`config.mk`:
```
export PLATFORM = sky130hd
export DESIGN_NAME = led_bank
export DESIGN_NICKNAME = d
export VERILOG_FILES = /design/src/rtl/led_bank_pkg.sv /design/src/rtl/led_channel.sv /design/src/rtl/led_bank.sv
export SDC_FILE = /design/constraint.sdc
export NUM_CORES = 1
export LEC_CHECK = 0
export ABC_AREA = 1
export CAP_MARGIN = 20
export CORE_AREA = 2 2 159 161
export DETAILED_ROUTE_END_ITERATION = 12
export DIE_AREA = 0 0 161 163
export GPL_TIMING_DRIVEN = 0
export MAX_ROUTING_LAYER = met4
export PLACE_DENSITY = 0.81
export SYNTH_ARGS = -nofsm -noshare
export SYNTH_HDL_FRONTEND = slang
export SYNTH_SLANG_ARGS = --single-unit
```
`constraint.sdc`:
```
create_clock -name clk_i -period 2.65 [get_ports clk_i]
set_clock_uncertainty 0.15 [all_clocks]
set_input_delay 0.53 -clock clk_i [delete_from_list [all_inputs] [get_ports clk_i]]
set_output_delay 0.53 -clock clk_i [all_outputs]
set_load 0.02 [all_outputs]
```
`src/rtl/led_bank_pkg.sv`:
```
`default_nettype none
// +--------------------------------------------------------------------+
// | led_bank_pkg: shared mode encoding for the LED bank                 |
// | Rev 1.0                                                             |
// +--------------------------------------------------------------------+
package led_bank_pkg;

    localparam int MODE_W = 2;

    typedef enum logic [MODE_W-1:0] {
        MODE_OFF   = 2'd0,
        MODE_ON    = 2'd1,
        MODE_BLINK = 2'd2,
        MODE_BURST = 2'd3
    } led_mode_e;

    // Modes that run the phase counter.
    function automatic logic is_periodic(input led_mode_e mode);
        return (mode == MODE_BLINK) || (mode == MODE_BURST);
    endfunction

endpackage
`default_nettype wire

```
`src/rtl/led_channel.sv`:
```
`default_nettype none
// +--------------------------------------------------------------------+
// | led_channel: one LED driver supporting OFF/ON/BLINK/BURST           |
// | Rev 1.0                                                             |
// +--------------------------------------------------------------------+
module led_channel
    import led_bank_pkg::*;
#(
    parameter int CounterWidth = 24,
    parameter int CountWidth   = 8
) (
    input  logic                    clk_i,
    input  logic                    rst_i,
    input  logic                    cmd_valid_i,
    input  logic [1:0]              cmd_mode_i,
    input  logic [CounterWidth-1:0] cmd_half_i,
    input  logic [CountWidth-1:0]   cmd_count_i,
    output logic                    led_o,
    output logic                    busy_o,
    output logic                    done_o
);

    localparam logic [CounterWidth-1:0] PHASE_ONE = CounterWidth'(1);
    localparam logic [CountWidth-1:0]   PULSE_ONE = CountWidth'(1);

    led_mode_e               mode_q;
    logic [CounterWidth-1:0] phase_q;
    logic [CounterWidth-1:0] half_q;
    logic [CountWidth-1:0]   pulses_q;
    logic                    led_q;
    logic                    busy_q;
    logic                    done_q;

    led_mode_e cmd_mode;
    logic      phase_end;
    logic      last_low;

    assign cmd_mode  = led_mode_e'(cmd_mode_i);
    assign phase_end = (phase_q == half_q - PHASE_ONE);
    // End of the low phase of the final burst period.
    assign last_low  = (mode_q == MODE_BURST) && !led_q && (pulses_q == PULSE_ONE);

    always_ff @(posedge clk_i) begin
        if (rst_i) begin
            mode_q   <= MODE_OFF;
            phase_q  <= '0;
            half_q   <= PHASE_ONE;
            pulses_q <= '0;
            led_q    <= 1'b0;
            busy_q   <= 1'b0;
            done_q   <= 1'b0;
        end else if (cmd_valid_i) begin
            phase_q  <= '0;
            half_q   <= cmd_half_i;
            pulses_q <= cmd_count_i;
            done_q   <= 1'b0;
            case (cmd_mode)
                MODE_ON: begin
                    mode_q <= MODE_ON;
                    led_q  <= 1'b1;
                    busy_q <= 1'b0;
                end
                MODE_BLINK: begin
                    mode_q <= MODE_BLINK;
                    led_q  <= 1'b1;
                    busy_q <= 1'b1;
                end
                MODE_BURST: begin
                    if (cmd_count_i == '0) begin
                        mode_q <= MODE_OFF;
                        led_q  <= 1'b0;
                        busy_q <= 1'b0;
                        done_q <= 1'b1;
                    end else begin
                        mode_q <= MODE_BURST;
                        led_q  <= 1'b1;
                        busy_q <= 1'b1;
                    end
                end
                default: begin
                    mode_q <= MODE_OFF;
                    led_q  <= 1'b0;
                    busy_q <= 1'b0;
                end
            endcase
        end else begin
            done_q <= 1'b0;
            if (is_periodic(mode_q)) begin
                if (!phase_end) begin
                    phase_q <= phase_q + PHASE_ONE;
                end else begin
                    phase_q <= '0;
                    if (last_low) begin
                        mode_q   <= MODE_OFF;
                        led_q    <= 1'b0;
                        busy_q   <= 1'b0;
                        done_q   <= 1'b1;
                        pulses_q <= '0;
                    end else begin
                        led_q <= ~led_q;
                        if ((mode_q == MODE_BURST) && !led_q) begin
                            pulses_q <= pulses_q - PULSE_ONE;
                        end
                    end
                end
            end
        end
    end

    assign led_o  = led_q;
    assign busy_o = busy_q;
    assign done_o = done_q;

endmodule
`default_nettype wire

```
`src/rtl/led_bank.sv`:
```
`default_nettype none
// +--------------------------------------------------------------------+
// | led_bank: request decode and ready logic over NumLeds LED channels  |
// | Rev 1.0                                                             |
// +--------------------------------------------------------------------+
module led_bank
    import led_bank_pkg::*;
#(
    parameter int NumLeds      = 4,
    parameter int CounterWidth = 24,
    parameter int CountWidth   = 8
) (
    input  logic                       clk_i,
    input  logic                       rst_i,
    input  logic                       cfg_valid_i,
    output logic                       cfg_ready_o,
    input  logic [$clog2(NumLeds)-1:0] cfg_chan_i,
    input  logic [1:0]                 cfg_mode_i,
    input  logic [CounterWidth-1:0]    cfg_half_period_i,
    input  logic [CountWidth-1:0]      cfg_count_i,
    output logic [NumLeds-1:0]         led_o,
    output logic [NumLeds-1:0]         busy_o,
    output logic [NumLeds-1:0]         done_o
);

    logic                    ready_q;
    logic                    accept;
    logic [NumLeds-1:0]      chan_sel;
    logic [CounterWidth-1:0] half_eff;

    // Ready stays low for one cycle after reset release.
    always_ff @(posedge clk_i) begin
        if (rst_i) begin
            ready_q <= 1'b0;
        end else begin
            ready_q <= 1'b1;
        end
    end

    assign cfg_ready_o = ready_q;
    assign accept      = cfg_valid_i && ready_q && !rst_i;
    assign half_eff    = (cfg_half_period_i == '0) ? CounterWidth'(1) : cfg_half_period_i;

    // Indices outside the bank match no channel, so such requests are dropped.
    always_comb begin
        chan_sel = '0;
        for (int i = 0; i < NumLeds; i++) begin
            chan_sel[i] = accept && (32'(cfg_chan_i) == 32'(i));
        end
    end

    for (genvar g = 0; g < NumLeds; g++) begin : g_chan
        led_channel #(
            .CounterWidth (CounterWidth),
            .CountWidth   (CountWidth)
        ) u_chan (
            .clk_i       (clk_i),
            .rst_i       (rst_i),
            .cmd_valid_i (chan_sel[g]),
            .cmd_mode_i  (cfg_mode_i),
            .cmd_half_i  (half_eff),
            .cmd_count_i (cfg_count_i),
            .led_o       (led_o[g]),
            .busy_o      (busy_o[g]),
            .done_o      (done_o[g])
        );
    end

endmodule
`default_nettype wire

```
* Word level (Yosys, flattened, before mapping)
Cells that the tools add are included.
Storage, ports and cells: register bits 245, input bits 39, output and inout port bits 13, logic and storage cells 223
Operators by class: add/subtract/negate cells 12, equal/unequal tests 22, mux-type cells 97, bitwise operators 4, reduce and logical (&&, ||, !) cells 59
Operators with widths (count):
- two-way mux 8 bit | 20
- two-way mux 24 bit | 5
- adder 24 x 1 -> 24 bit, second input constant | 4
- == test 24 bit | 4
- subtractor 24 x 1 -> 24 bit, second input constant | 4
- two-way mux 1 bit | 52
- two-way mux 2 bit | 17
- == test 8 x 1 -> 1 bit, second input constant | 4
- subtractor 8 x 1 -> 8 bit, second input constant | 4
- == test 2 bit, second input constant | 12
- zero test 24 bit | 1
- AND reduction 3 bit | 8
- nonzero test 2 bit | 12
- logical AND 1 bit | 14
- nonzero test 3 bit | 4
- OR reduction 2 bit | 5
- zero test 8 bit | 1
- AND reduction 2 bit | 4
- one-hot mux 2 bit (3 select lines) | 1
- zero test 1 bit | 5
- == test 2 x 1 -> 1 bit, second input constant | 2
- logical OR 1 bit | 4
- NOT 1 bit | 4
- one-hot mux 1 bit (2 select lines) | 2
- zero test 2 bit | 1

* Logic depth before layout (Yosys ltp)
word-level depth 7, depth in mapped cells 18, depth with buffers taken out 17

* Hierarchy
A second synthesis with hierarchy kept.
Second synthesis, totals: cells, all modules 2488, area total of the unflattened synthesis 16402.0 um^2
By module, submodules not included:
- led_channel | times used 4, cells an instance 608, area each 4041.4 um^2, sequential area each 1221.2 um^2
- led_bank | times used 1, cells an instance 56, area each 236.5 um^2, sequential area each 20.0 um^2

* Least setup slack after synthesis
OpenSTA, ideal clock, no wires.
path kind flip-flop to flip-flop, from reg g_chan[0].u_chan.half_q[0], to reg g_chan[0].u_chan.pulses_q[5], setup time 0.115 ns, arrival 1.968 ns, required time 2.385 ns, path slack 0.417 ns, cell stages (with the launch flop) 17, path buffers 1, clock period less this slack 2.233 ns, cells stage by stage dfxtp_1 -> inv_2 -> ha_1 -> nand3_2 -> nor2_8 -> nand2_2 -> nor2_1 -> nand2_1 -> nand3_1 -> nand3_1 -> nor2_1 -> nand3_2 -> nand2_4 -> buf_6 -> nand3_1 -> nand2_1 -> nor2_1
Between the ends: cells in the longest elaborated chain, start to end 4
Ends and longest elaborated chain:
- start, declared | RTL line led_channel.sv:28 | logic [CounterWidth-1:0] half_q;
- start signal, assigned | RTL line led_channel.sv:54 | half_q <= cmd_half_i;
- subtractor 24 x 1 -> 24 bit | RTL line led_channel.sv:39 | assign phase_end = (phase_q == half_q - PHASE_ONE);
- == test 24 bit | RTL line led_channel.sv:39
- nonzero test 2 bit (no source line)
- AND reduction 3 bit (no source line)
- end signal, assigned | RTL line led_channel.sv:55 | pulses_q <= cmd_count_i;
- end signal, assigned | RTL line led_channel.sv:102 | pulses_q <= pulses_q - PULSE_ONE;
- end, declared | RTL line led_channel.sv:29 | logic [CountWidth-1:0] pulses_q;
No other way between the ends. A chain may end at the register's enable or synchronous reset.

* Worst setup path after layout
from reg g_chan[0].u_chan.half_q[2], to reg g_chan[0].u_chan.phase_q[4]
Between the ends: cells in the longest elaborated chain, start to end 3
Ends and longest elaborated chain:
- subtractor 24 x 1 -> 24 bit | RTL line led_channel.sv:39
- == test 24 bit | RTL line led_channel.sv:39
- two-way mux 24 bit | RTL line led_channel.sv:89 | if (!phase_end) begin
- end signal, assigned | RTL line led_channel.sv:90 | phase_q <= phase_q + PHASE_ONE;
- end, declared | RTL line led_channel.sv:27 | logic [CounterWidth-1:0] phase_q;
No other way between the ends.

==> reports/results.ini <==
[outcome]
status = completed

[synthesis]
yosysWarnings = 0
synth-simple-area-share_pct = 37.67
yosysMostFrequentCell = nand2_1
synthDistinctLibCells = 50
synth_seq_cells = 245
synth_area_per_cell_um2 = 6.578
synth_area_leaders = dfxtp_1 (32%), nand2_1 (13%), nor2_1 (7.5%)
synth_fa_ha_area_share_pct = 1.555
synth_top_flop_cell = dfxtp_1
muxShareOfSynthArea_pct = 0
yosys.area.top_type = dfxtp_1
synth_xor_area_share_pct = 9.772
synthArstFlopShare_pct = 0
syn_nets = 2382
ys_top_cells_by_count = nand2_1 (548), nor2_1 (304), inv_1 (276), dfxtp_1 (245), nand3_1 (196)
netlist_area_um2 = 15290
synth_top_family_by_area = simple AND/OR/NAND/NOR gates
yosys.area.top_type_share_pct = 32.08
syn_inst = 2324
synth_seq_area_share_pct = 32.08
synth_compound_area_share_pct = 9.469
synth_edf_count = 0

[clocking]
htree_levels = 1
cts_buffers = 27
path_clk_slew_ns = 0.06
clkLatencyLatePin_ns = 0.55
cts_root_buf = clkbuf_16
cts_tree = yes
cts-hold-fix-buffers = 0
clock_sinks = 245
clk_path_buf_depth = 3

[global_routing]
grt_usage_pct = 34.13
grt_pass1_wl_mm = 70.34
antenna_found_initial = 0
grt_pass1_vias = 14390
grt_overflow = 0
grt_max_degree = 14

[placed_design]
port_buffers = 50
dpl.hpwl_mm = 34.08
gp_congestion = 0.9520

[floorplan]
core_um2 = 24670
ioPinCount = 52
fp-row-count = 58
initial_core_util_pct = 61.96
die-area_um2 = 26240
die_height_um = 163
die_w_um = 161

[layout]
fin_nets = 2478
multiInputGateArea_um2 = 9248
regArea_um2 = 4915
nFillCells = 2193
area_growth_pct = 14.94
drive_gt1_share_pct = 10.29

[worst_setup_path]
r2r_slack_ns = 0.07
regToRegEndpoint = g_chan[0].u_chan.phase_q[4]
critPathMaxFanout = 10
crit_arrival_ns = 2.85
path_class = flop to flop
cp-end-kind = flop
cp.required_ns = 2.93
r2r_cells = 15
crit_path_start_kind = flop
rr_startpoint = g_chan[0].u_chan.half_q[2]

[timing]
slew_headroom_pct = 28.73
max_freq_mhz = 388.3
finalCritPeriodShare_pct = 97.18
whs_ns = 0.1879
worst_slew_pin_slew_ns = 1.060
period_needed_ns = 2.575
final_max_slew_viol_count = 0
finalHoldViolations = 0
finalSetupViolations = 0

[detailed_routing]
wl_per_cell_um = 16.43
drt_iter0_drc = 1408
drt-total-wl_mm = 45.52
antenna_left = 0
first_pass_iters = 6
routed-via-count = 15770
viasPerCell = 5.690
remaining_drc_errors = 0

[power]
leakage_nw = 7.926
vdd_ir_drop_max_mv = 0.4911
p_per_area_nw_per_um2 = 509.3
finalPower_mw = 8.949

[hold_path]
holdPathEnd = g_chan[3].u_chan.pulses_q[7]
whs_path_depth = 2
hold_path_class = primary input to flop
hold_path_startpoint = rst_i

[flow_run]
maxCapViolations = 0

power breakdown:
| part | switching [mW] | internal (mW) | total [mW] |
|---|---|---|---|
| Sequential | 0.0582 | 3.73 | 3.79 |
| Clock | 1.58 | 2.30 | 3.89 |
| Combinational | 0.813 | 0.461 | 1.27 |
critical path, cell delays in order (launching register included):
cell and delay [ns]:
dfxtp_1 0.34, nor2_1 0.19, nand2_2 0.14, nor2_4 0.20, buf_4 0.16, nand3_2 0.10, clkinv_1 0.08, nand2_1 0.05
nand3_1 0.15, o21ai_0 0.14, nand3b_1 0.20, nor2_2 0.15, nand2_2 0.11, nand2_2 0.11, buf_6 0.15, nor2_1 0.05
worst max-delay path by stage:
stage / startpoint / slack [ns] / end / cells after the start
after floorplan: g_chan[0].u_chan.half_q[0] / 0.42 / g_chan[0].u_chan.pulses_q[5] / 16
after global placement: rst_i / -0.45 / g_chan[2].u_chan.half_q[20] / 8
after global routing: g_chan[2].u_chan.half_q[3] / -0.06 / g_chan[2].u_chan.busy_o / 16
after detailed placement: cfg_chan_i[1] / -0.47 / g_chan[2].u_chan.pulses_q[7] / 8
after CTS: g_chan[3].u_chan.half_q[0] / 0.001 / g_chan[3].u_chan.phase_q[5] / 14
final: g_chan[0].u_chan.half_q[2] / 0.07 / g_chan[0].u_chan.phase_q[4] / 15
layout by cell type, fill, tap and decap left out, types with 5 or more instances in the layout:
master / n
a21oi_1: 69
buf_1: 5
buf_2: 6
buf_4: 30
buf_6: 7
clkbuf_1: 26
clkbuf_16: 27
clkbuf_8: 5
clkdlybuf4s50_1: 50
clkinv_1: 7
clkinv_2: 6
dfxtp_1: 237
dfxtp_2: 8
ha_1: 15
inv_1: 273
inv_2: 13
nand2_1: 539
nand2_2: 27
nand2_4: 8
nand3_1: 192
nand3_2: 8
nand3b_1: 18
nand4_1: 53
nor2_1: 280
nor2_2: 49
nor2_4: 13
nor3_1: 39
nor3_2: 9
nor3b_1: 5
nor4_1: 15
o21ai_0: 87
o21ai_1: 9
o21bai_1: 5
o22ai_1: 76
or2_1: 7
xnor2_1: 51
xor2_1: 114
registers in the layout, summed over array words and instances (netlist names):
| signal | flops |
|---|---|
| cfg_ready_o | 1 |
| g_chan.u_chan.busy_o | 4 |
| g_chan.u_chan.done_o | 4 |
| g_chan.u_chan.half_q | 96 |
| g_chan.u_chan.led_o | 4 |
| g_chan.u_chan.mode_q | 8 |
| g_chan.u_chan.phase_q | 96 |
| g_chan.u_chan.pulses_q | 32 |
through the flow:
step	area [um^2]	setup slack, ns	util (%)	std cells	setup TNS (ns)
global placement	16200	-0.4529	65.66	2704	-32.82
floorplan	15290	0.4172	-	2324	0
finish	17570	0.07464	71.22	2771	0
global route	17570	-0.06212	71.21	2770	-1.076
detailed placement	16200	-0.4684	65.66	2704	-37.71
CTS	17180	0.001283	69.64	2755	0
per-layer routing:
metal	part of all wire [%]	up-vias	wire length [um]	global-route usage, %
met5	0	-	0	-
met4	4.5	0	2035	14.61
met3	6.7	144	3064	4.100
met2	48	594	22010	58.60
met1	40	7327	18410	40.60
li1	-	7701	-	-
timing repair:
item | in CTS | in global routing
gates resized for setup | 14 | 76
gates cloned | 0 | 2
pin swaps | 5 | 21
setup endpoints to repair | 68 | 146
buffers inserted | 2 | 13
cell families (layout without fill, tap and decap cells):
group / count (synthesis) / after routing
buf+inv: 353 / 467
compound gates: 259 / 259
flops: 245 / 245
xor+xnor: 169 / 169
fa+ha+maj: 19 / 19
other cells: 0 / 1
simple gates: 1279 / 1281
area by class of cell:
cell class                 count  area share [%]
antenna                        1         0.01424
buffer                        58           2.036
clock buffer                  36           4.322
clock inverter                13          0.8686
inverter                     295           6.330
multi-input combinational   1728           52.62
sequential                   245           27.97
tap                          330           2.350
timing repair buffer          65           3.489
Note: power is estimated with default switching activity, not from simulation.
